--- config.mk ---
export PLATFORM = sky130hd
export DESIGN_NAME = fifo_mac_consumer
export DESIGN_NICKNAME = d
export VERILOG_FILES = /design/src/rtl/fifo_mac_consumer.sv
export SDC_FILE = /design/constraint.sdc
export NUM_CORES = 1
export LEC_CHECK = 0
export CAP_MARGIN = 30
export CORE_UTILIZATION = 35
export DETAILED_ROUTE_END_ITERATION = 16
export PLACE_DENSITY = 0.56
export SLEW_MARGIN = 20
export SYNTH_ARGS = -nofsm -noshare
export SYNTH_HDL_FRONTEND = slang
export SYNTH_SLANG_ARGS = --single-unit
--- constraint.sdc ---
create_clock -name clk -period 5.4 [get_ports clk]
set_clock_uncertainty 0.1 [all_clocks]
set_input_delay 1.35 -clock clk [delete_from_list [all_inputs] [get_ports clk]]
set_output_delay 1.35 -clock clk [all_outputs]
set_load 0.01 [all_outputs]
--- src/rtl/fifo_mac_consumer.sv ---
// Pops LEN operand pairs from two lock-stepped FIFOs, multiplies each pair and
// accumulates the products; one-cycle done pulse at the end of a run.
module fifo_mac_consumer #(
  parameter int DATA_WIDTH = 8,
  parameter int LEN        = 8,
  parameter int ACC_WIDTH  = 24
) (
  input  logic                  clk,
  input  logic                  rst_n,
  input  logic                  start,
  input  logic                  a_empty,
  input  logic                  b_empty,
  input  logic [DATA_WIDTH-1:0] a_data,
  input  logic [DATA_WIDTH-1:0] b_data,
  output logic                  a_rden,
  output logic                  b_rden,
  output logic                  busy,
  output logic                  done,
  output logic [ACC_WIDTH-1:0]  acc
);

  // state | meaning
  // IDLE  | waiting for start; acc holds the last result
  // RUN   | issuing reads while both FIFOs have data
  // DRAIN | all reads issued, waiting for the pipeline to accumulate
  // DONE  | one-cycle completion pulse
  localparam logic [1:0] IDLE  = 2'd0;
  localparam logic [1:0] RUN   = 2'd1;
  localparam logic [1:0] DRAIN = 2'd2;
  localparam logic [1:0] DONE  = 2'd3;

  localparam int CNT_W = $clog2(LEN + 1);
  localparam logic [CNT_W-1:0] LEN_C  = CNT_W'(LEN);
  localparam logic [CNT_W-1:0] LEN_M1 = CNT_W'(LEN - 1);
  localparam logic [CNT_W-1:0] ONE    = CNT_W'(1);

  logic [1:0]              state;
  logic [CNT_W-1:0]        issue_cnt;
  logic [CNT_W-1:0]        acc_cnt;
  logic                    rd_v;
  logic                    prod_v;
  logic [2*DATA_WIDTH-1:0] prod;
  logic                    rden;

  // rst_n gates the read strobe so a mid-run reset stops popping immediately.
  assign rden   = rst_n & (state == RUN) & ~a_empty & ~b_empty & (issue_cnt < LEN_C);
  assign a_rden = rden;
  assign b_rden = rden;
  assign busy   = (state == RUN) | (state == DRAIN);
  assign done   = (state == DONE);

  always_ff @(posedge clk) begin
    if (!rst_n) begin
      state     <= IDLE;
      issue_cnt <= '0;
      acc_cnt   <= '0;
      rd_v      <= 1'b0;
      prod_v    <= 1'b0;
      prod      <= '0;
      acc       <= '0;
    end else begin
      rd_v   <= rden;
      prod_v <= rd_v;
      if (rd_v)
        prod <= {{DATA_WIDTH{1'b0}}, a_data} * {{DATA_WIDTH{1'b0}}, b_data};
      if (rden)
        issue_cnt <= issue_cnt + ONE;
      if (prod_v) begin
        acc     <= acc + ACC_WIDTH'(prod);
        acc_cnt <= acc_cnt + ONE;
      end

      case (state)
        IDLE: begin
          if (start) begin
            acc       <= '0;
            issue_cnt <= '0;
            acc_cnt   <= '0;
            state     <= RUN;
          end
        end
        RUN: begin
          if (rden && (issue_cnt == LEN_M1))
            state <= DRAIN;
        end
        DRAIN: begin
          if (prod_v && (acc_cnt == LEN_M1))
            state <= DONE;
        end
        DONE:    state <= IDLE;
        default: state <= IDLE;
      endcase
    end
  end

endmodule

==> qor.txt, run 1 <==
Finished Core Util = 0.444
Setup TNS = 0 ns
crit end category = flip-flop
Tcrit/Tclk final = 0.978
Final WS setup = 0.121 ns
CP arrival = 5.41 ns
share of cells above drive strength 1 = 0.127
initial antenna violation count = 0
max frequency = 0.189 GHz
Setup WS pre-CTS = -0.543 ns
Pint = 0.00104 W
Pleak = 2.86 nW
RSZ-0062 raised after global routing = true
Filler cells = 1350
final wirelength = 11.0 mm
drt first pass iters = 4
worst vdd ir = 0.150 mV
sequential power share = 0.255
Reg area = 1040 µm²
H-tree depth = 2
Mapped Area = 5020 µm²
effective utilization at floorplan = 0.360
GRT overflow = 0
Initial DRC Count = 166
DP HPWL = 8.89 mm
core area = 13900 µm²
Post-Syn Instances = 574
Synthesized Nets = 691
IO Pins = 49
power share of the clock group = 0.217
deepest clock path buffer count = 2
Slew Limit Fails = 0
P per Cell Area = 262 nW/µm²
Nets = 777
largest net degree at the start of global routing = 31
post-route cell area = 6190 µm²
Die Width = 122 µm
critical path class = input pin to flip-flop
Sw Ratio = 0.359
Root Driver = clkbuf_16
switching power = 0.000583 W
Post-synth EDFFs = 0
register area share after synthesis = 0.207
Multi-input gate area = 3710 µm²
GRT Total Usage = 0.153
most frequent cells in the layout = inv_1, ha_1, nand2_1, dfxtp_1, and2_1
global-route wire length before repair = 18.3 mm
worst skew pair latency = 0.29 ns
DRC = 0
GP Congestion = 0.842
power share of the combinational group = 0.528
antenna-violating nets left = 0
status = finished, final reports clean
worst-path maximum fanout = 8
Port Buf Inserts = 48
post-synth top area cell = dfxtp_1
type of the worst min-delay path = flip-flop to flip-flop
final hold violations = 0
ANT cells = 0
Mapped Avg Cell Area = 8.74 µm²
Finish-stage setup viols = 0
total CTS buffers = 5
Die Footprint = 14800 µm²
yosys warns = 0
flops & latches, synth = 52
DR vias/cell = 4.93
asr flop ratio synth = 0
Cell variety after synth = 63
Slew @ Worst Pin = 0.833 ns
CTS sink cnt = 52
Most used DFF post-synth = dfxtp_1
startpoint class of the critical path = input pin
Worst R2R Setup Slack = 2.84 ns
commonest non-fill, non-tap cell in the layout = inv_1
die height = 122 µm
row cnt = 43
DR vias = 4145
Max Cap Viol = 0
WP data required = 5.53 ns
Reg clk slew, reported paths = 0.06 ns
largest cells by area after synthesis = dfxtp_1, fa_1, ha_1
Placed Area = 6000 µm²
drt wl/cell = 13.1 µm
minimum clock period = 5.28 ns
CTS tree = built
area delta synth->final = 23.3%
vias in the first global route = 3950
Synth top area share = 0.207
Slew HR = 0.443
routing by layer:
metal | global-route usage | wire length [µm] | vias up
li1 | - | - | 2122
met1 | 0.210 | 5380 | 1977
met2 | 0.256 | 5290 | 42
met3 | 0.0206 | 284 | 4
met4 | 0.0262 | 65 | 0
met5 | 0 | 0 | -
flip-flops by register name (all words and copies together), names as in the netlist:
register,flops
prod,16
acc,24
issue_cnt,4
acc_cnt,4
state,2
rd_v,1
prod_v,1
critical path, stage by stage:
cell	delay, ns
dlygate4sd2_1	0.32
and2_1	0.19
fa_1	0.52
fa_1	0.44
fa_1	0.55
inv_1	0.06
fa_1	0.53
inv_1	0.04
ha_1	0.23
buf_4	0.15
or4_1	0.53
nand3_2	0.11
a21oi_1	0.07
mux2_2	0.27
nand2_1	0.05
area by class of cell:
class,count,share of cell area
Multi-Input combinational cell,439,0.600
Sequential cell,52,0.168
Timing Repair Buffer,93,0.127
Inverter,69,0.0418
Tap cell,180,0.0364
Clock buffer,6,0.0208
Clock inverter,2,0.00566
final timing paths:
path / from / end / cells past startpoint
worst max-delay path: b_data[6] / prod[12]$_SDFFE_PN0P_ / 15
worst min register to register: prod[12]$_SDFFE_PN0P_ / prod[12]$_SDFFE_PN0P_ / 2
worst max register to register: acc[0]$_SDFF_PN0_ / acc[16]$_SDFF_PN0_ / 8
worst min-delay path: prod[12]$_SDFFE_PN0P_ / prod[12]$_SDFFE_PN0P_ / 2
what timing repair did:
| action | CTS | global route |
|---|---|---|
| gates cloned | 0 | 0 |
| buffers inserted | 0 | 0 |
| gates resized for setup | 17 | 23 |
| pin swaps | 6 | 5 |
| hold buffers | 0 | 0 |
| endpoints found under the hold margin | 0 | 0 |
| setup endpoints to repair | 8 | 8 |
synth_stat cells, types with 11 or more instances:
library cell,count
dfxtp_1,52
inv_1,69
fa_1,37
clkbuf_1,11
o21ai_0,29
and2_1,46
a21oi_1,21
nand2_1,53
mux2i_1,20
ha_1,59
xnor2_1,11
nor2_1,26
nand3_1,14
power by group through the flow:
stage,sequential [W],clock (W),combinational (W)
6_report,0.000414,0.000352,0.000858
5_1_grt,0.000416,0.000380,0.000969
4_1_cts,0.000416,0.000364,0.000849
3_5_place_dp,0.000425,0,0.000829
3_3_place_gp,0.000424,0,0.000818
2_1_floorplan,0.000417,0,0.000539
logic make-up after synthesis:
logic type | share of synthesized area
buffers and inverters | 0.0631
XOR/XNOR | 0.0332
adder cells (fa/ha/maj) | 0.295
AND/OR/NAND/NOR | 0.212
flip-flops | 0.207
AO/OA/AOI/OAI | 0.145
multiplexers | 0.0444
metrics by stage:
step | power [W] | hold WS, ns | instances
floorplan | 0.000956 | 0.350 | 574
global placement | 0.00124 | 0.356 | 832
detailed placement | 0.00125 | 0.375 | 832
CTS | 0.00163 | 0.387 | 840
global route | 0.00177 | 0.413 | 841
finish | 0.00162 | 0.385 | 841
(Power assumes the default switching activity.)
==> run 2: changes to the inputs <==
- CORE_UTILIZATION: 35 -> 53
- PLACE_DENSITY: 0.56 -> 0.79
==> qor.txt, run 2 (synthesized netlist as in run 1, its figures left out) <==
DRC = 0
ANT cells = 0
status = finished, final reports clean
Nets = 773
Max Cap Viol = 0
CTS tree = built
Tcrit/Tclk final = 0.995
Slew HR = 0.481
critical path launch point = a_data[0]
Finish-stage setup viols = 0
share of cells above drive strength 1 = 0.116
total CTS buffers = 5
deepest clock path buffer count = 2
Reg clk slew, reported paths = 0.09 ns
max frequency = 0.186 GHz
Worst R2R Start = acc[0]$_SDFF_PN0_
power share of the combinational group = 0.554
post-route cell area = 6070 µm²
GRT overflow = 0
GRT Total Usage = 0.220
area delta synth->final = 21.0%
row cnt = 35
worst vdd ir = 0.147 mV
hold path cells = 2
minimum clock period = 5.37 ns
worst-path maximum fanout = 7
GP Congestion = 0.901
DR vias/cell = 5.55
Port Buf Inserts = 48
Worst Hold End = acc[23]$_SDFF_PN0_
final hold violations = 0
drt wl/cell = 13.9 µm
Slew Limit Fails = 0
WP data required = 5.48 ns
largest register by flop count = acc
CTS sink cnt = 52
vias in the first global route = 4067
drt first pass iters = 4
Tot Pwr = 0.00158 W
global-route wire length before repair = 18.0 mm
DR vias = 4259
final wirelength = 10.7 mm
CP arrival = 5.45 ns
DP HPWL = 8.50 mm
RSZ-0062 raised after global routing = true
Die Footprint = 9860 µm²
crit end category = flip-flop
Filler cells = 757
critical path class = input pin to flip-flop
core area = 9200 µm²
H-tree depth = 2
Reg2Reg Depth = 8
type of the worst min-delay path = flip-flop to flip-flop
Placed Area = 5880 µm²
post-CTS setup buffers = 0
most frequent cells in the layout = inv_1, ha_1, nand2_1, dfxtp_1, and2_1
Sw Ratio = 0.373
Pleak = 2.83 nW
largest net degree at the start of global routing = 31
power share of the clock group = 0.185
Initial DRC Count = 212
die height = 99.3 µm
Setup TNS = 0 ns
startpoint class of the critical path = input pin
Slew @ Worst Pin = 0.776 ns
effective utilization at floorplan = 0.546
R2R Path End = acc[16]$_SDFF_PN0_
Die Width = 99.3 µm
switching power = 0.000590 W
max FFs per register = 24
Pint = 0.000991 W
antenna-violating nets left = 0
Root Driver = clkbuf_8
Worst R2R Setup Slack = 2.90 ns
sequential power share = 0.262
worst skew pair latency = 0.31 ns
P per Cell Area = 260 nW/µm²
IO Pins = 49
commonest non-fill, non-tap cell in the layout = inv_1
Top Registers = acc: 24 flops, prod: 16 flops
initial antenna violation count = 0
hold_sp = acc[23]$_SDFF_PN0_
[run 2: cell types whose count changed in the layout (fill, tap and decap cells not counted), sizes merged]
cell	delta
dlygate4sd2	+6
clkbuf	-5
buf	-4
clkinv	-1
[run 2: stage by stage]
step	hold WS (ns)	setup WS [ns]	instances	util
after detailed placement	0.372	-0.555	759	0.639
after CTS	0.385	0.00327	767	0.654
after floorplan	0.350	0.243	574	-
final	0.382	0.0277	768	0.660
after global routing	0.413	-0.0944	768	0.660
after global placement	0.353	-0.461	759	0.639
[run 2: area by class of cell]
type | count | area, µm² | area share
flip-flops and latches | 52 | 1040 | 0.171
repair buffers | 89 | 777 | 0.128
clock inverters | 1 | 30.0 | 0.00495
inverters | 69 | 259 | 0.0427
multi-input cells | 439 | 3730 | 0.614
clock buffers | 7 | 96.3 | 0.0159
well taps | 111 | 139 | 0.0229
[run 2: worst max-delay path by stage]
stage / endpoint / slack (ns) / cells past startpoint
final: prod[9]$_SDFFE_PN0P_ / 0.03 / 17
after detailed placement: prod[14]$_SDFFE_PN0P_ / -0.56 / 15
after floorplan: prod[13]$_SDFFE_PN0P_ / 0.24 / 13
after CTS: prod[13]$_SDFFE_PN0P_ / 0.003 / 16
after global placement: prod[15]$_SDFFE_PN0P_ / -0.46 / 16
after global routing: prod[9]$_SDFFE_PN0P_ / -0.09 / 16
[run 2: power by group through the flow]
stage	Combinational (W)	Sequential [W]	Clock, W
final	0.000875	0.000414	0.000292
after global routing	0.000982	0.000416	0.000317
after CTS	0.000827	0.000415	0.000296
after detailed placement	0.000812	0.000424	0
after global placement	0.000787	0.000423	0
after floorplan	0.000539	0.000417	0
[run 2: layer usage]
| layer | GRT usage | routed length, µm |
|---|---|---|
| met5 | 0 | 0 |
| met4 | 0.0430 | 95 |
| met3 | 0.0295 | 365 |
| met2 | 0.375 | 5310 |
| met1 | 0.300 | 4920 |
[run 2: critical path: stages]
cell and delay, ns:
clkdlybuf4s50_1 0.46, buf_4 0.18, and2_1 0.16, fa_1 0.46, fa_1 0.49, ha_1 0.29
inv_1 0.05, fa_1 0.53, inv_1 0.04, ha_1 0.29, nor2b_1 0.13, o21ai_1 0.18
a21boi_2 0.11, buf_4 0.15, o21a_1 0.21, o2111ai_2 0.24, o311ai_2 0.14
[run 2: timing repair]
| action | CTS | global route |
|---|---|---|
| pin swaps | 8 | 9 |
| cloned | 0 | 0 |
| setup endpoints to repair | 8 | 8 |
| hold buffers | 0 | 0 |
| gates resized for setup | 18 | 13 |
==> run 3: changes to the inputs <==
- CORE_UTILIZATION: 53 -> 55
- PLACE_DENSITY: 0.79 -> 0.78
- clock period: 5.4 -> 5.53 ns (I/O delays scaled with it)
==> qor.txt, run 3 (synthesized netlist as in run 1, its figures left out) <==
Worst R2R Start = acc[0]$_SDFF_PN0_
Final Non-Filler Cells = 765
Worst Hold End = acc[23]$_SDFF_PN0_
R2R Path End = acc[16]$_SDFF_PN0_
Max Cap Viol = 0
WP data required = 5.63 ns
type of the worst min-delay path = flip-flop to flip-flop
Die Width = 97.5 µm
effective utilization at floorplan = 0.573
global-route wire length before repair = 18.8 mm
drt first pass iters = 4
post-CTS setup buffers = 0
largest register by flop count = acc
Port Buf Inserts = 48
deepest clock path buffer count = 2
hold path cells = 2
DP HPWL = 8.85 mm
antenna-violating nets left = 0
Top Registers = acc: 24 flops, prod: 16 flops
Pleak = 2.81 nW
IO Pins = 49
Setup WS pre-CTS = -0.421 ns
status = finished, final reports clean
max FFs per register = 24
CTS sink cnt = 52
GRT overflow = 0
Reg2Reg Depth = 8
DR vias/cell = 5.60
Die Footprint = 9510 µm²
row cnt = 34
Finish-stage setup viols = 0
critical path class = input pin to flip-flop
final wirelength = 10.9 mm
DR vias = 4284
Setup TNS = 0 ns
area delta synth->final = 19.3%
Reg clk slew, reported paths = 0.09 ns
P per Cell Area = 241 nW/µm²
GRT Total Usage = 0.235
H-tree depth = 2
CTS Hold Bufs = 0
Nets = 774
GP Congestion = 0.855
worst-path maximum fanout = 3
largest net degree at the start of global routing = 31
Tcrit/Tclk final = 0.972
max frequency = 0.186 GHz
core area = 8760 µm²
initial antenna violation count = 0
crit end category = flip-flop
vias in the first global route = 4241
total CTS buffers = 5
Slew @ Worst Pin = 0.790 ns
commonest non-fill, non-tap cell in the layout = inv_1
hold_sp = acc[23]$_SDFF_PN0_
Slew Limit Fails = 0
Tot Pwr = 0.00144 W
Final WS setup = 0.157 ns
Initial DRC Count = 165
die height = 97.5 µm
critical path launch point = a_data[0]
DRC = 0
final hold violations = 0
share of cells above drive strength 1 = 0.107
most frequent cells in the layout = inv_1, ha_1, nand2_1, dfxtp_1, and2_1
ANT cells = 0
startpoint class of the critical path = input pin
Worst R2R Setup Slack = 2.96 ns
drt wl/cell = 14.3 µm
cell count after placement = 757
minimum clock period = 5.37 ns
worst vdd ir = 0.136 mV
RSZ-0062 raised after global routing = false
CTS tree = built
CP arrival = 5.47 ns
Root Driver = clkbuf_8
worst skew pair latency = 0.31 ns
Slew HR = 0.472
run 3: power by group:
group	leakage [nW]	internal (W)	total [W]	switching (W)
Combinational	2.35	0.000397	0.000828	0.000431
Sequential	0.419	0.000390	0.000404	0.0000142
Clock	0.0400	0.0000861	0.000213	0.000127
run 3: area by class of cell:
cell class                      instances  area [µm²]
Timing Repair Buffer                   90         785
Clock buffer                            5        68.8
Tap cell                              108         135
Inverter                               69         259
Multi-Input combinational cell        439        3690
Clock inverter                          2        12.5
Fill cell                             699        2780
Sequential cell                        52        1040
run 3: stage by stage:
| step | hold slack (ns) | area (µm²) | util |
|---|---|---|---|
| floorplan | 0.350 | 5020 | - |
| global placement | 0.354 | 5880 | 0.671 |
| detailed placement | 0.369 | 5880 | 0.671 |
| CTS | 0.384 | 5970 | 0.681 |
| global route | 0.402 | 5990 | 0.683 |
| finish | 0.382 | 5990 | 0.683 |
run 3: worst max-delay path: stages:
cell,delay (ns)
clkdlybuf4s50_1,0.48
nand2_1,0.08
fa_1,0.47
fa_1,0.50
inv_1,0.06
fa_1,0.53
inv_1,0.05
fa_1,0.53
inv_1,0.04
ha_1,0.29
buf_4,0.14
a21boi_2,0.17
o41ai_2,0.35
buf_4,0.18
and3_1,0.15
nor3_1,0.05
run 3: how the worst max path moves through the flow:
stage	end	slack, ns	cells past startpoint
after global routing	prod[11]$_SDFFE_PN0P_	0.04	15
after global placement	prod[15]$_SDFFE_PN0P_	-0.34	16
after CTS	prod[12]$_SDFFE_PN0P_	0.003	15
final	prod[15]$_SDFFE_PN0P_	0.16	16
after floorplan	prod[13]$_SDFFE_PN0P_	0.34	13
after detailed placement	prod[13]$_SDFFE_PN0P_	-0.42	14
run 3: what timing repair did:
| item | 4_1_cts | 5_1_grt |
|---|---|---|
| pin swaps | 1 | 6 |
| gates resized for setup | 16 | 7 |
| gates cloned | 0 | 0 |
| setup endpoints to repair | 6 | 6 |
run 3: per-layer routing:
layer  GRT usage  wire [µm]
met5           0          0
met4      0.0475         95
met3      0.0295        282
met2       0.410       5500
met1       0.312       5040
